File: config.mk
export PLATFORM = sky130hd
export DESIGN_NAME = compress_sched_flat
export DESIGN_NICKNAME = d
export VERILOG_FILES = /design/src/rtl/compress_pkg.sv /design/src/rtl/compress_sched_if.sv /design/src/rtl/blk_raster_ctr.sv /design/src/rtl/ff_en.sv /design/src/rtl/compress_sched.sv /design/src/flat_wrapper.sv
export SDC_FILE = /design/constraint.sdc
export NUM_CORES = 1
export LEC_CHECK = 0
export BUFFER_PORTS_ARGS = -buffer_cell sky130_fd_sc_hd__buf_2
export CAP_MARGIN = 20
export CORE_ASPECT_RATIO = 0.7
export CORE_UTILIZATION = 50
export CTS_CLUSTER_SIZE = 30
export DETAILED_ROUTE_END_ITERATION = 6
export HOLD_SLACK_MARGIN = 0.12
export PLACE_DENSITY = 0.77
export SYNTH_ARGS = -nofsm -noshare
export SYNTH_HDL_FRONTEND = slang
export SYNTH_SLANG_ARGS = --single-unit
File: constraint.sdc
create_clock -name clk -period 3.9 [get_ports clk]
set_input_delay 0.78 -clock clk [delete_from_list [all_inputs] [get_ports clk]]
set_output_delay 0.78 -clock clk [all_outputs]
set_load 0.01 [all_outputs]
File: src/rtl/compress_pkg.sv
// Shared definitions for the block-compression scheduler: FSM encoding and default grid size.
package compress_pkg;

  typedef enum logic [2:0] {
    IDLE   = 3'd0,
    LAUNCH = 3'd1,
    WAIT   = 3'd2,
    STORE  = 3'd3,
    DONE   = 3'd4,
    ERR    = 3'd5
  } state_t;

  localparam int NUM_STATES        = 6;
  localparam int STATE_W           = $clog2(NUM_STATES);
  localparam int DEF_BLOCKS_IN_ROW = 80;
  localparam int DEF_BLOCKS_IN_COL = 60;

endpackage

File: src/rtl/compress_sched_if.sv
// Control and core-handshake bundle between the scheduler and its environment.
interface compress_sched_if #(
  parameter int ROW_W = 6,
  parameter int COL_W = 7
);
  logic             start_img;
  logic             abort;
  logic             core_done;
  logic             core_start;
  logic [ROW_W-1:0] blk_row;
  logic [COL_W-1:0] blk_col;
  logic             store_en;
  logic             img_done;
  logic             busy;
  logic             err;

  modport master (
    input  start_img, abort, core_done,
    output core_start, blk_row, blk_col, store_en, img_done, busy, err
  );

  modport slave (
    output start_img, abort, core_done,
    input  core_start, blk_row, blk_col, store_en, img_done, busy, err
  );
endinterface

File: src/rtl/blk_raster_ctr.sv
// Raster-order block index generator: column-fastest walk over a NUM_ROWS x NUM_COLS grid.
module blk_raster_ctr #(
  parameter int NUM_COLS = 80,
  parameter int NUM_ROWS = 60,
  parameter int COL_W    = 7,
  parameter int ROW_W    = 6
) (
  input  logic             clk,
  input  logic             rst_n,
  input  logic             restart,
  input  logic             advance,
  output logic [ROW_W-1:0] blk_row,
  output logic [COL_W-1:0] blk_col,
  output logic             last
);

  logic [ROW_W-1:0] row_reg;
  logic [COL_W-1:0] col_reg;
  logic             col_last;

  assign col_last = (col_reg == COL_W'(NUM_COLS - 1));
  assign last     = col_last && (row_reg == ROW_W'(NUM_ROWS - 1));
  assign blk_row  = row_reg;
  assign blk_col  = col_reg;

  // restart wins so a new image always begins at (0,0)
  always_ff @(posedge clk or negedge rst_n) begin
    if (!rst_n) begin
      row_reg <= '0;
      col_reg <= '0;
    end else if (restart) begin
      row_reg <= '0;
      col_reg <= '0;
    end else if (advance) begin
      if (col_last) begin
        col_reg <= '0;
        row_reg <= row_reg + 1'b1;
      end else begin
        col_reg <= col_reg + 1'b1;
      end
    end
  end

endmodule

File: src/rtl/ff_en.sv
// Generic enabled register with asynchronous active-low reset to a parameterised value.
module ff_en #(
  parameter int           W       = 1,
  parameter logic [W-1:0] RST_VAL = '0
) (
  input  logic         clk,
  input  logic         rst_n,
  input  logic         en,
  input  logic [W-1:0] d,
  output logic [W-1:0] q
);

  always_ff @(posedge clk or negedge rst_n) begin
    if (!rst_n) begin
      q <= RST_VAL;
    end else if (en) begin
      q <= d;
    end
  end

endmodule

File: src/rtl/compress_sched.sv
// Sequences one shared compress_block core over every block of an image, with watchdog and abort.
module compress_sched
  import compress_pkg::*;
#(
  parameter int NUM_BLOCKS_IN_ROW = DEF_BLOCKS_IN_ROW,
  parameter int NUM_BLOCKS_IN_COL = DEF_BLOCKS_IN_COL,
  parameter int COL_W             = 7,
  parameter int ROW_W             = 6,
  parameter int TIMEOUT           = 1023,
  parameter int TMO_W             = 10
) (
  input  logic                clk,
  input  logic                rst_n,
  compress_sched_if.master    bus
);

  logic [STATE_W-1:0] state_reg;
  state_t             state;
  state_t             state_next;
  logic [TMO_W-1:0]   wdog_reg;
  logic               err_reg;
  logic               restart;
  logic               advance;
  logic               last_blk;
  logic               wdog_expired;

  assign state        = state_t'(state_reg);
  assign wdog_expired = (wdog_reg == TMO_W'(TIMEOUT));

  ff_en #(
    .W       (STATE_W),
    .RST_VAL (IDLE)
  ) u_state_ff (
    .clk   (clk),
    .rst_n (rst_n),
    .en    (1'b1),
    .d     (state_next),
    .q     (state_reg)
  );

  blk_raster_ctr #(
    .NUM_COLS (NUM_BLOCKS_IN_ROW),
    .NUM_ROWS (NUM_BLOCKS_IN_COL),
    .COL_W    (COL_W),
    .ROW_W    (ROW_W)
  ) u_raster (
    .clk     (clk),
    .rst_n   (rst_n),
    .restart (restart),
    .advance (advance),
    .blk_row (bus.blk_row),
    .blk_col (bus.blk_col),
    .last    (last_blk)
  );

  always_comb begin
    state_next = state;
    restart    = 1'b0;
    advance    = 1'b0;
    case (state)
      IDLE: begin
        if (bus.start_img) begin
          restart    = 1'b1;
          state_next = LAUNCH;
        end
      end
      LAUNCH: state_next = WAIT;
      WAIT: begin
        if (bus.core_done) begin
          state_next = STORE;
        end else if (wdog_expired) begin
          state_next = ERR;
        end
      end
      STORE: begin
        if (last_blk) begin
          state_next = DONE;
        end else begin
          advance    = 1'b1;
          state_next = LAUNCH;
        end
      end
      DONE:    state_next = IDLE;
      ERR:     state_next = IDLE;
      default: state_next = IDLE;
    endcase
    // abort overrides everything, including a core_done or timeout in the same cycle
    if (bus.abort && (state != IDLE)) begin
      state_next = IDLE;
      advance    = 1'b0;
    end
  end

  always_ff @(posedge clk or negedge rst_n) begin
    if (!rst_n) begin
      wdog_reg <= '0;
      err_reg  <= 1'b0;
    end else begin
      if (state == LAUNCH) begin
        wdog_reg <= '0;
      end else if ((state == WAIT) && !bus.core_done && !wdog_expired) begin
        wdog_reg <= wdog_reg + 1'b1;
      end
      // err is sticky until the next image is actually accepted
      if ((state == IDLE) && bus.start_img) begin
        err_reg <= 1'b0;
      end else if (state == ERR) begin
        err_reg <= 1'b1;
      end
    end
  end

  assign bus.core_start = (state == LAUNCH);
  assign bus.store_en   = (state == STORE);
  assign bus.img_done   = (state == DONE);
  assign bus.busy       = (state != IDLE);
  assign bus.err        = err_reg;

endmodule

File: src/flat_wrapper.sv
// flat-port wrapper written by rule: the top's interface ports become plain ports
module compress_sched_flat import compress_pkg::*;
#(
  parameter int NUM_BLOCKS_IN_ROW = DEF_BLOCKS_IN_ROW,
  parameter int NUM_BLOCKS_IN_COL = DEF_BLOCKS_IN_COL,
  parameter int COL_W             = 7,
  parameter int ROW_W             = 6,
  parameter int TIMEOUT           = 1023,
  parameter int TMO_W             = 10
)
  (clk, rst_n, bus_start_img, bus_abort, bus_core_done, bus_core_start, bus_blk_row, bus_blk_col, bus_store_en, bus_img_done, bus_busy, bus_err);
  compress_sched_if #(.ROW_W(ROW_W), .COL_W(COL_W)) bus_i ();
  input  logic clk;
  input  logic rst_n;
  input wire logic [$bits(bus_i.start_img)-1:0] bus_start_img;
  input wire logic [$bits(bus_i.abort)-1:0] bus_abort;
  input wire logic [$bits(bus_i.core_done)-1:0] bus_core_done;
  output wire logic [$bits(bus_i.core_start)-1:0] bus_core_start;
  output wire logic [$bits(bus_i.blk_row)-1:0] bus_blk_row;
  output wire logic [$bits(bus_i.blk_col)-1:0] bus_blk_col;
  output wire logic [$bits(bus_i.store_en)-1:0] bus_store_en;
  output wire logic [$bits(bus_i.img_done)-1:0] bus_img_done;
  output wire logic [$bits(bus_i.busy)-1:0] bus_busy;
  output wire logic [$bits(bus_i.err)-1:0] bus_err;
  assign bus_i.start_img = bus_start_img;
  assign bus_i.abort = bus_abort;
  assign bus_i.core_done = bus_core_done;
  assign bus_core_start = bus_i.core_start;
  assign bus_blk_row = bus_i.blk_row;
  assign bus_blk_col = bus_i.blk_col;
  assign bus_store_en = bus_i.store_en;
  assign bus_img_done = bus_i.img_done;
  assign bus_busy = bus_i.busy;
  assign bus_err = bus_i.err;
  compress_sched #(.NUM_BLOCKS_IN_ROW(NUM_BLOCKS_IN_ROW), .NUM_BLOCKS_IN_COL(NUM_BLOCKS_IN_COL), .COL_W(COL_W), .ROW_W(ROW_W), .TIMEOUT(TIMEOUT), .TMO_W(TMO_W)) u_core (.clk(clk), .rst_n(rst_n), .bus(bus_i));
endmodule
# --- After elaboration in Yosys (flattened, before gate mapping) ---
# Cells that the tools add are included.
totals:
  reg_bits: 27
  latchBits: 0
  ramBits: 0
  rom_bits: 0
  input_bits: 5
  output_inout_bits: 18
  word_cells: 54
  mem_count: 0
op_classes:
  addsub: 3
  n_mul: 0
  div_mod_pow: 0
  n_lt_le_gt_ge: 0
  eq_ne: 10
  shifts: 0
  mux: 21
  n_bitwise: 0
  reduce_logical: 15
ops:
  columns: ["cell", "count"]
  rows:
  - ["7-bit two-way mux", 3]
  - ["10-bit two-way mux", 2]
  - ["6-bit two-way mux", 3]
  - ["3-bit two-way mux", 5]
  - ["3-bit one-hot mux with 4 select lines", 1]
  - ["10-bit by 1-bit adder with 10-bit output, second input constant", 1]
  - ["10-bit equality test, second input constant", 1]
  - ["2-bit nonzero test", 4]
  - ["7-bit by 1-bit adder with 7-bit output, second input constant", 1]
  - ["7-bit equality test, second input constant", 1]
  - ["1-bit two-way mux", 7]
  - ["6-bit by 1-bit adder with 6-bit output, second input constant", 1]
  - ["3-bit by 2-bit equality test with 1-bit output, second input constant", 2]
  - ["3-bit equality test, second input constant", 2]
  - ["6-bit equality test, second input constant", 1]
  - ["1-bit logical AND", 5]
  - ["4-bit by 2-bit inequality test with 1-bit output, second input constant", 1]
  - ["2-bit AND reduction", 2]
  - ["3-bit by 1-bit equality test with 1-bit output, second input constant", 1]
  - ["3-bit zero test", 1]
  - ["3-bit by 2-bit inequality test with 1-bit output, second input constant", 1]
  - ["3-bit nonzero test", 1]
  - ["1-bit zero test", 2]

# --- Longest topological paths before layout ---
# Gate-level depths: netlist of the first run.
depth:
  word_depth: 7
  depth_mapped: 5
  mapped_depth_nobuf: 5

# --- Hierarchy ---
# A second synthesis of the first run with hierarchy kept.
hier_totals:
  cells_unflattened: 169
  area_unflattened_um2: 1549.0
modules_own_cells:
  columns: ["module", "instances", "cells_per_inst", "area_per_inst_um2", "seq_area_each_um2"]
  rows:
  - ["compress_sched", 1, 86, 728.2, 275.3]
  - ["blk_raster_ctr", 1, 77, 711.9, 325.3]
  - ["ff_en", 1, 6, 108.9, 75.1]

# --- Least setup slack after synthesis of the first run ---
# No wires, ideal clock.
synth_path:
  path_kind: "input to register"
  startpoint: "in bus_core_done"
  endpoint: "reg u_core.wdog_reg[8]"
  setup_time_ps: 120
  arrival_time_ps: 1887
  required_time_ps: 3780
  slack_ps: 1892
  path_stages: 5
  n_path_buf: 1
  cell_sequence: "or4b_4 buf_6 nor4_2 nand3_1 o211a_1"
synth_via:
  elab_chain_len: 4
synth_rtl:
  columns: ["element", "line", "text"]
  rows:
  - ["start, declared", "flat_wrapper.sv:17", "input wire logic [$bits(bus_i.core_done)-1:0] bus_core_done;"]
  - ["1-bit zero test", "compress_sched.sv:101", "end else if ((state == WAIT) && !bus.core_done && !wdog_expired) begin"]
  - ["1-bit logical AND (2 in series)", "compress_sched.sv:101", null]
  - ["2-bit nonzero test (no line)", null, null]
  - ["end signal, assigned", "compress_sched.sv:102", "wdog_reg <= wdog_reg + 1'b1;"]
  - ["end, declared", "compress_sched.sv:20", "logic [TMO_W-1:0] wdog_reg;"]
# No other way between the ends.
# A chain may end at the register's enable or synchronous reset.

# --- Worst setup path in the final report of the first run ---
layout_path:
  startpoint: "reg u_core.u_state_ff.q[1]"
  endpoint: "out bus_core_start"
layout_via:
  elab_chain_len: 1
layout_rtl:
  columns: ["element", "line", "text"]
  rows:
  - ["start, declared", "ff_en.sv:10", "output logic [W-1:0] q"]
  - ["start signal, assigned", "ff_en.sv:15", "q <= RST_VAL;"]
  - ["start signal, assigned", "ff_en.sv:17", "q <= d;"]
  - ["3-bit by 1-bit equality test with 1-bit output", "compress_sched.sv:113", "assign bus.core_start = (state == LAUNCH);"]
  - ["end, declared", "flat_wrapper.sv:18", "output wire logic [$bits(bus_i.core_start)-1:0] bus_core_start;"]
# No other way between the ends.

==> results of run 1 <==
## through the flow
| step | hold WS (ps) | util [%] | total power [W] | cells | worst slack [ps] |
|---|---|---|---|---|---|
| 2_1_floorplan | 463.9 | - | 0.0004830 | 169 | 1892 |
| 5_1_grt | 538.5 | 60.24 | 0.0007485 | 227 | 1428 |
| 3_5_place_dp | 490.8 | 58.68 | 0.0005413 | 223 | 1739 |
| 6_report | 490.0 | 60.24 | 0.0007056 | 227 | 1502 |
| 3_3_place_gp | 486.7 | 58.68 | 0.0005327 | 223 | 1785 |
| 4_1_cts | 516.8 | 60.24 | 0.0007067 | 227 | 1550 |
## synthesized netlist by cell type (4+ instances only)
cell,number,share of area [%]
nand3_1,12,3.8
nor2_1,13,3.1
nor3_1,6,1.9
a21oi_1,12,3.8
and3_1,4,1.6
mux2i_1,5,3.2
nand2_1,21,5.0
dfrtp_1,27,43
o21ai_0,8,2.6
xnor2_1,4,2.2
inv_1,10,2.4
## final timing paths
path / from / end / slack (ps)
worst max-delay path: u_core.u_state_ff.q[1]$_DFFE_PN0P_ / bus_core_start / 1500
worst min-delay path: rst_n / u_core.u_raster.blk_col[5]$_DFFE_PN0P_ / 490
worst max register to register: u_core.u_state_ff.q[0]$_DFFE_PN0P_ / u_core.wdog_reg[8]$_DFFE_PN0P_ / 2000
worst min register to register: u_core.wdog_reg[5]$_DFFE_PN0P_ / u_core.wdog_reg[5]$_DFFE_PN0P_ / 510
max in group asynchronous: rst_n / u_core.wdog_reg[9]$_DFFE_PN0P_ / 3020
min in group clk: u_core.wdog_reg[5]$_DFFE_PN0P_ / u_core.wdog_reg[5]$_DFFE_PN0P_ / 510
## cells by family (layout without fill, tap and decap cells)
kind of cell	Yosys count	count (layout)
AOI/OAI and AO/OA	34	34
xor gates and xnor gates	4	4
adders and majority gates	3	3
buffers and inverters	14	36
DFF	27	27
muxes	5	5
and+or+nand+nor	82	82
## critical path, cell delays in order, from the launching register on
cell and delay (ps):
dfrtp_1 530, nor2_1 190, nand2_1 160, inv_1 270, buf_2 180
## final cells by class
class | count | area (um2)
Clock buffer | 4 | 45.04
Fill cell | 264 | 1146
Inverter | 10 | 37.54
Multi-Input combinational cell | 128 | 823.3
Sequential cell | 27 | 675.6
Tap cell | 36 | 45.04
Timing Repair Buffer | 22 | 110.1
## layer usage
metal / up-vias / GRT usage [%] / share of wire, % / wire length, um
met5: - / 0 / 0 / 0
met4: 0 / 5.442 / 0.88 / 30
met3: 4 / 6.368 / 5.4 / 183
met2: 40 / 32.03 / 42 / 1445
met1: 642 / 36.35 / 51 / 1742
li1: 656 / - / - / -
## power by group
group,switching [W],internal (W)
clock network,0.0000932,0.0000735
logic,0.000118,0.0000695
registers,0.0000483,0.000303
==> out/metrics.cfg, run 1 <==
[clocking]
clkSlewWorstSetupHoldPaths_ps=90
clkLatencyLatePin_ps=280
clock-sinks=27
cts_setup_buffers=0
cts_tree=done
cts_resized=0
numCtsBuffers=3
hold_buffers=0
cts_root_buf=clkbuf_8
cts_buffer_depth=2
htreeDepth=1

[synthesis]
synth_top_family_by_area=simple AND/OR/NAND/NOR gates
synth_cell_type_count=42
synth_compound_area_share_pct=14.34
synth-simple-area-share_pct=30.53
ys_warn_count=0
synthAdderAreaFrac_pct=2.404
synth_edf_count=0
synth_area_per_cell_um2=9.240
syn_area_mm2=0.001561
ys.flop_type=dfrtp_1
synth_seq_area_share_pct=43.27
ys_seq_elements=27
synth_xor_area_share_pct=2.244
syn_nets=177
syn_inst=169
ys_async_sr_fraction_pct=100.0
synthMuxAreaShare_pct=3.205

[floorplan]
die_area_mm2=0.003354
fp.coreArea_mm2=0.002883
die_h_um=48.76
start_util_pct=54.17
rows=16
io_pins=23
die_w_um=68.80

[drt]
wl_um=3403
drcViolationCount=0
via_per_inst=5.912
wire_per_inst_um=14.99
num_vias=1342
ant_nets=0
drtPass1Iterations=4
drtIter0Drc=109

[setup_path]
setup.worst_path.end_class=output port
reg2reg_depth=4
worstPathArrival_ps=1620
crit_path_start_kind=flop
worstSetupPathType=reg -> out
required_ps=3120
critPathMaxFanout=12

[cells_and_area]
diodes=0
layout-drive-gt1-share_pct=19.37
layout_common_cells=dfrtp_1, buf_2, nand2_1
largest_register_ffs=10
layout_commonest_cell=dfrtp_1
fin_nets=200
stdcell_area_mm2=0.001737
syn2layout_area_growth_pct=11.22

[pwr]
p_leak_nw=0.7892
power_density_mw_per_mm2=406.3
vdd_drop_max_uv=354.8

[run]
cap_violations=0

[grt]
antenna_found_initial=0
grt_pass1_wl_um=5740
grt_pass1_vias=1193
grt.total_usage_pct=23.43
grt_overflow=0
grt_max_degree=28

[sta]
clock_skew_ps=1.362
fin_setup_tns_ps=0
max_freq_ghz=0.4171
period_minus_slack_ps=2398
relSlewSlack_pct=60.55
post-route-period-util_pct=61.48
rsz0062_at_grt=false
timing.final.max_slew_violations=0
worstMarginPinSlew_ps=591.7
setup_viol=0
report.final.hold_viol_count=0

[placement]
place.gp.congestion=0.9782
post_dp_cell_area_mm2=0.001692
port_buffers=22
hpwl_um=2556

[hold_path]
min_path_type=in -> async

[outcome]
status=finished clean

Power figures use the tool's default switching activity.
==> run 2, diff against run 1 <==
- clock period: 3.9 -> 2.4 ns (I/O delays scaled with it)
==> run 2 against run 1 <==
- sequential share of layout area barely moved
- wire length fell by 1.4%
- sequential power rose by 62%
- combinational power rose by 59%
- global-route usage fell by 0.53 points
- clock power rose by 55%
- clock-buffer cell count fell by 1
- via count fell by 2.0%
- die area did not move
- non-clock buffer count did not move
- highest routed layer unchanged
==> out/metrics.cfg, run 2 (synthesized netlist as in run 1, its figures left out) <==
[outcome]
status=finished clean

[setup_path]
setup.worst_path.end_class=output port
worstPathArrival_ps=1560  ; -60 ps
crit_path_start_kind=flop
reg2reg_depth=4  ; unchanged
worstSetupPathType=reg -> out
critPathMaxFanout=12  ; unchanged
required_ps=1920  ; -1200 ps

[grt]
grt_overflow=0  ; unchanged
grt_pass1_vias=1161  ; -2.7%
grt_pass1_wl_um=5671  ; -1.2%
grt.total_usage_pct=22.89  ; -0.53 points
grt_max_degree=28  ; unchanged
antenna_found_initial=0  ; unchanged

[clocking]
cts_root_buf=clkbuf_8
cts_resized=0  ; unchanged
cts_setup_buffers=0  ; unchanged
clkSlewWorstSetupHoldPaths_ps=90  ; about the same
cts_tree=done
cts_buffer_depth=2  ; unchanged
htreeDepth=1  ; unchanged
clock-sinks=27  ; unchanged
clkLatencyLatePin_ps=280  ; about the same
numCtsBuffers=3  ; unchanged
hold_buffers=0  ; unchanged

[drt]
num_vias=1315  ; -2.0%
drcViolationCount=0  ; unchanged
routed-wl-met3_um=177  ; -3.3%
drtIter0Drc=170  ; +56%
wl_met2_um=1421  ; -1.7%
drtPass1Iterations=4  ; unchanged
via_per_inst=5.793  ; -2.0%
routed.top_layer=met4
ant_nets=0  ; unchanged
met1Wirelength_um=1736  ; -0.34%
wire_per_inst_um=14.78  ; -1.4%
wl_um=3356  ; -1.4%

[pwr]
p_int_w=0.0007204  ; +62%
p_sw_share_pct=35.93  ; -0.90 points
power_density_mw_per_mm2=647.0  ; +59%
p_clk_share_pct=23.1  ; -0.5 points
pwr-share-comb_pct=26.5  ; about the same
p_leak_nw=0.7919  ; +0.35%
vdd_drop_max_uv=466.7  ; +32%
seq_power_share_pct=50.4  ; +0.7 points
netSwitchingPower_w=0.0004040  ; +55%

[sta]
fin_setup_tns_ps=0  ; unchanged
worstMarginPinSlew_ps=603.3  ; +11.66 ps
post-route-period-util_pct=85.17
worst_slack_ps=356.0  ; -1146 ps
max_freq_ghz=0.4892
setup_viol=0  ; unchanged
hold_slack_ps=196.8  ; -293.2 ps
relSlewSlack_pct=59.78  ; -0.78 points
period_minus_slack_ps=2044
report.final.hold_viol_count=0  ; unchanged
timing.final.max_slew_violations=0  ; unchanged
rsz0062_at_grt=false
clock_skew_ps=7.142  ; +5.780 ps

[cells_and_area]
layout_commonest_cell=dfrtp_1
layout-drive-gt1-share_pct=19.90  ; +0.52 points
layout_common_cells=dfrtp_1, buf_2, nand2_1
syn2layout_area_growth_pct=11.30  ; about the same
largest_register_ffs=10  ; unchanged
fin_nets=200  ; unchanged
fillerInstances=265  ; +0.38%
fin_util_pct=60.29  ; about the same
diodes=0  ; unchanged

[placement]
post-place-ws_ps=522.2  ; -1217 ps
port_buffers=22  ; unchanged
hpwl_um=2491  ; -2.5%
place.gp.congestion=0.9884  ; +1.0%

[floorplan]
io_pins=23  ; unchanged
rows=16  ; unchanged
die_h_um=48.76  ; unchanged
die_area_mm2=0.003354  ; unchanged
fp.coreArea_mm2=0.002883  ; unchanged
die_w_um=68.80  ; unchanged
start_util_pct=54.17  ; unchanged

[hold_path]
min_path_type=in -> async

[run]
cap_violations=0  ; unchanged

-- run 2: changes by cell type in the layout (fill, tap and decap cells not counted) --
cell and delta:
clkbuf_1 -1, clkinv_2 +1
-- run 2: per-stage QoR --
| step | total power [W] | cell area [um2] | instances |
|---|---|---|---|
| floorplan | 0.0007849 | 1562 | 169 |
| global placement | 0.0008646 | 1692 | 223 |
| detailed placement | 0.0008712 | 1692 | 223 |
| CTS | 0.001133 | 1738 | 227 |
| global route | 0.001201 | 1738 | 227 |
| finish | 0.001124 | 1738 | 227 |
-- run 2: final timing paths --
path                                                    start                                     end  slack, ps
setup / recovery           u_core.u_state_ff.q[1]$_DFFE_PN0P_                          bus_core_start        360
hold reg to reg                u_core.wdog_reg[5]$_DFFE_PN0P_          u_core.wdog_reg[5]$_DFFE_PN0P_        510
min in group clk                                    bus_abort      u_core.u_state_ff.q[1]$_DFFE_PN0P_        410
max in group asynchronous                               rst_n          u_core.wdog_reg[0]$_DFFE_PN0P_       1800
setup reg to reg           u_core.u_state_ff.q[0]$_DFFE_PN0P_          u_core.wdog_reg[7]$_DFFE_PN0P_        520
hold / removal                                          rst_n  u_core.u_raster.blk_col[3]$_DFFE_PN0P_        200
-- run 2: per-layer routing --
layer | up-vias | global-route usage, %
li1 | 661 | -
met1 | 620 | 36.88
met2 | 32 | 30.07
met3 | 2 | 5.896
met4 | 0 | 5.102
met5 | - | 0
-- run 2: area by class of cell --
type                    count  area (um2)  area share [%]
clock buffers               3       41.29           2.376
clock inverters             1       5.005          0.2880
flip-flops and latches     27       675.6           38.88
multi-input cells         128       823.3           47.37
well taps                  36       45.04           2.592
inverters                  10       37.54           2.160
repair buffers             22       110.1           6.336
-- run 2: worst max-delay path, cell delays in order, from the launching register on --
cell and delay (ps):
dfrtp_1 510, nor2_1 190, nand2_1 150, inv_1 260, buf_2 180
-- run 2: power groups by stage --
stage / Combinational (W) / Clock, W / Sequential [W]
after floorplan: 0.000250 / 0 / 0.000535
after global placement: 0.000295 / 0 / 0.000570
after detailed placement: 0.000297 / 0 / 0.000574
after CTS: 0.000298 / 0.000270 / 0.000564
after global routing: 0.000336 / 0.000286 / 0.000579
final: 0.000298 / 0.000259 / 0.000567
==> run 3, diff against run 2 <==
- GPL_TIMING_DRIVEN: unset -> 0
==> run 3 against run 2 <==
- clock power is 2% lower
- sequential cell count did not move
- via count increased by 1.7%
- clock-buffer cell count increased by 1
- combinational power grew 23%
- global-route usage rose by 1.3 points
- non-clock buffer count is 4 higher
- wire length grew 4.6%
- total power rose by 2.6%
- worst hold slack better by 12 ps
- critical endpoint unchanged
- largest power group unchanged
==> out/metrics.cfg, run 3 (synthesized netlist as in run 1, its figures left out) <==
[outcome]
status=finished clean

[floorplan]
io_pins=23  ; unchanged
rows=16  ; unchanged
die_h_um=48.76  ; unchanged
die_w_um=68.80  ; unchanged
fp.coreArea_mm2=0.002883  ; unchanged
die_area_mm2=0.003354  ; unchanged
start_util_pct=54.17  ; unchanged

[sta]
setup_viol=0  ; unchanged
rsz0062_at_grt=false
timing.final.max_slew_violations=0  ; unchanged
worstMarginPinSlew_ps=602.8  ; -0.5713 ps
clock_skew_ps=1.146  ; -5.995 ps
post-route-period-util_pct=87.20  ; +2.0 points
period_minus_slack_ps=2093  ; +48.87 ps
max_freq_ghz=0.4778  ; -2.3%
relSlewSlack_pct=59.82  ; about the same
hold_slack_ps=208.8  ; +11.98 ps
fin_setup_tns_ps=0  ; unchanged
report.final.hold_viol_count=0  ; unchanged

[setup_path]
crit_buf_inv=3  ; +1
crit_family=buffers and inverters
cp_num_cells=5  ; +1
r2r_end=u_core.wdog_reg[8]$_DFFE_PN0P_
crit_path_start_kind=flop
cp_slowest_cell=dfrtp_1
critPathMaxFanout=10  ; -2
worstSetupPathType=reg -> out
critPathMaxStageDelay_ps=400  ; -110 ps
reg2reg_depth=5  ; +1
worstPathArrival_ps=1610  ; +50 ps
r2r_setup_slack_ps=480  ; -40 ps
crit_chain=buf_2 > nor2_1 > nand2_1 > inv_1 > buf_2
crit_path_frequent_cell=buf_2
r2r-start=u_core.u_state_ff.q[2]$_DFFE_PN0P_
required_ps=1920  ; about the same
setup.worst_path.end_class=output port

[pwr]
p_leak_nw=0.8057  ; +1.7%
power_density_mw_per_mm2=655.0  ; +1.2%
vdd_drop_max_uv=486.2  ; +4.2%

[placement]
dp_cells=227  ; +1.8%
port_buffers=22  ; unchanged
place.gp.congestion=0.9099  ; -7.9%
hpwl_um=2593  ; +4.1%

[clocking]
htreeDepth=1  ; unchanged
hold_buffers=0  ; unchanged
cts_tree=done
cts_buffer_depth=2  ; unchanged
clock-sinks=27  ; unchanged
cts_setup_buffers=0  ; unchanged
clkLatencyLatePin_ps=270  ; about the same
numCtsBuffers=3  ; unchanged
cts_resized=0  ; unchanged
cts_root_buf=clkbuf_8
clkSlewWorstSetupHoldPaths_ps=90  ; about the same

[grt]
antenna_found_initial=0  ; unchanged
grt_overflow=0  ; unchanged
grt_pass1_wl_um=5892  ; +3.9%
grt.total_usage_pct=24.15  ; +1.3 points
grt_pass1_vias=1230  ; +5.9%
grt_max_degree=28  ; unchanged

[drt]
wire_per_inst_um=15.19  ; +2.7%
drtIter0Drc=99  ; -42%
num_vias=1338  ; +1.7%
drcViolationCount=0  ; unchanged
wl_um=3509  ; +4.6%
ant_nets=0  ; unchanged
drtPass1Iterations=4  ; unchanged
via_per_inst=5.792  ; about the same

[cells_and_area]
largest_register_ffs=10  ; unchanged
fillerInstances=251  ; -5.3%
diodes=0  ; unchanged
layout-drive-gt1-share_pct=20.51  ; +0.62 points
layout_commonest_cell=dfrtp_1
syn2layout_area_growth_pct=12.82
layout_common_cells=dfrtp_1, buf_2, nand2_1
stdcell_count=231  ; +1.8%
fin_nets=204  ; +2.0%

[run]
cap_violations=0  ; unchanged

[hold_path]
min_path_type=in -> async

run 3: cell type report:
cell class / instances / area, um2 / area share (%)
inverters: 10 / 37.54 / 2.131
flip-flops and latches: 27 / 675.6 / 38.35
plain buffers: 4 / 25.02 / 1.420
well taps: 36 / 45.04 / 2.557
repair buffers: 22 / 110.1 / 6.250
multi-input cells: 128 / 823.3 / 46.73
clock buffers: 4 / 45.04 / 2.557
run 3: through the flow:
step           setup WS, ps  area (um2)   power, W  utilization [%]
2_1_floorplan         692.4        1562  0.0007849                -
3_3_place_gp          499.9        1717  0.0008842            59.55
3_5_place_dp          407.5        1717  0.0009007            59.55
4_1_cts               322.0        1762   0.001162            61.11
5_1_grt               174.6        1762   0.001232            61.11
6_report              307.2        1762   0.001154            61.11
run 3: routing by layer:
layer	GRT usage, %	vias to the layer above	wire, um
met2	35.29	32	1601
met5	0	-	0
met1	35.84	633	1695
li1	-	663	-
met4	4.762	0	59
met3	6.368	10	152
run 3: how the worst max path moves through the flow:
stage	to	slack, ps	from
after floorplan	u_core.wdog_reg[8]$_DFFE_PN0P_	690	bus_core_done
after global placement	u_core.wdog_reg[8]$_DFFE_PN0P_	500	bus_core_done
after detailed placement	u_core.wdog_reg[8]$_DFFE_PN0P_	410	bus_core_done
after CTS	bus_core_start	320	u_core.u_state_ff.q[1]$_DFFE_PN0P_
after global routing	bus_core_start	170	u_core.u_state_ff.q[1]$_DFFE_PN0P_
final	bus_core_start	310	u_core.u_state_ff.q[1]$_DFFE_PN0P_
run 3: power by group:
part           internal, W  switching (W)  total (W)
sequential        0.000493      0.0000404   0.000533
clock             0.000119       0.000134   0.000253
combinational     0.000130       0.000238   0.000368
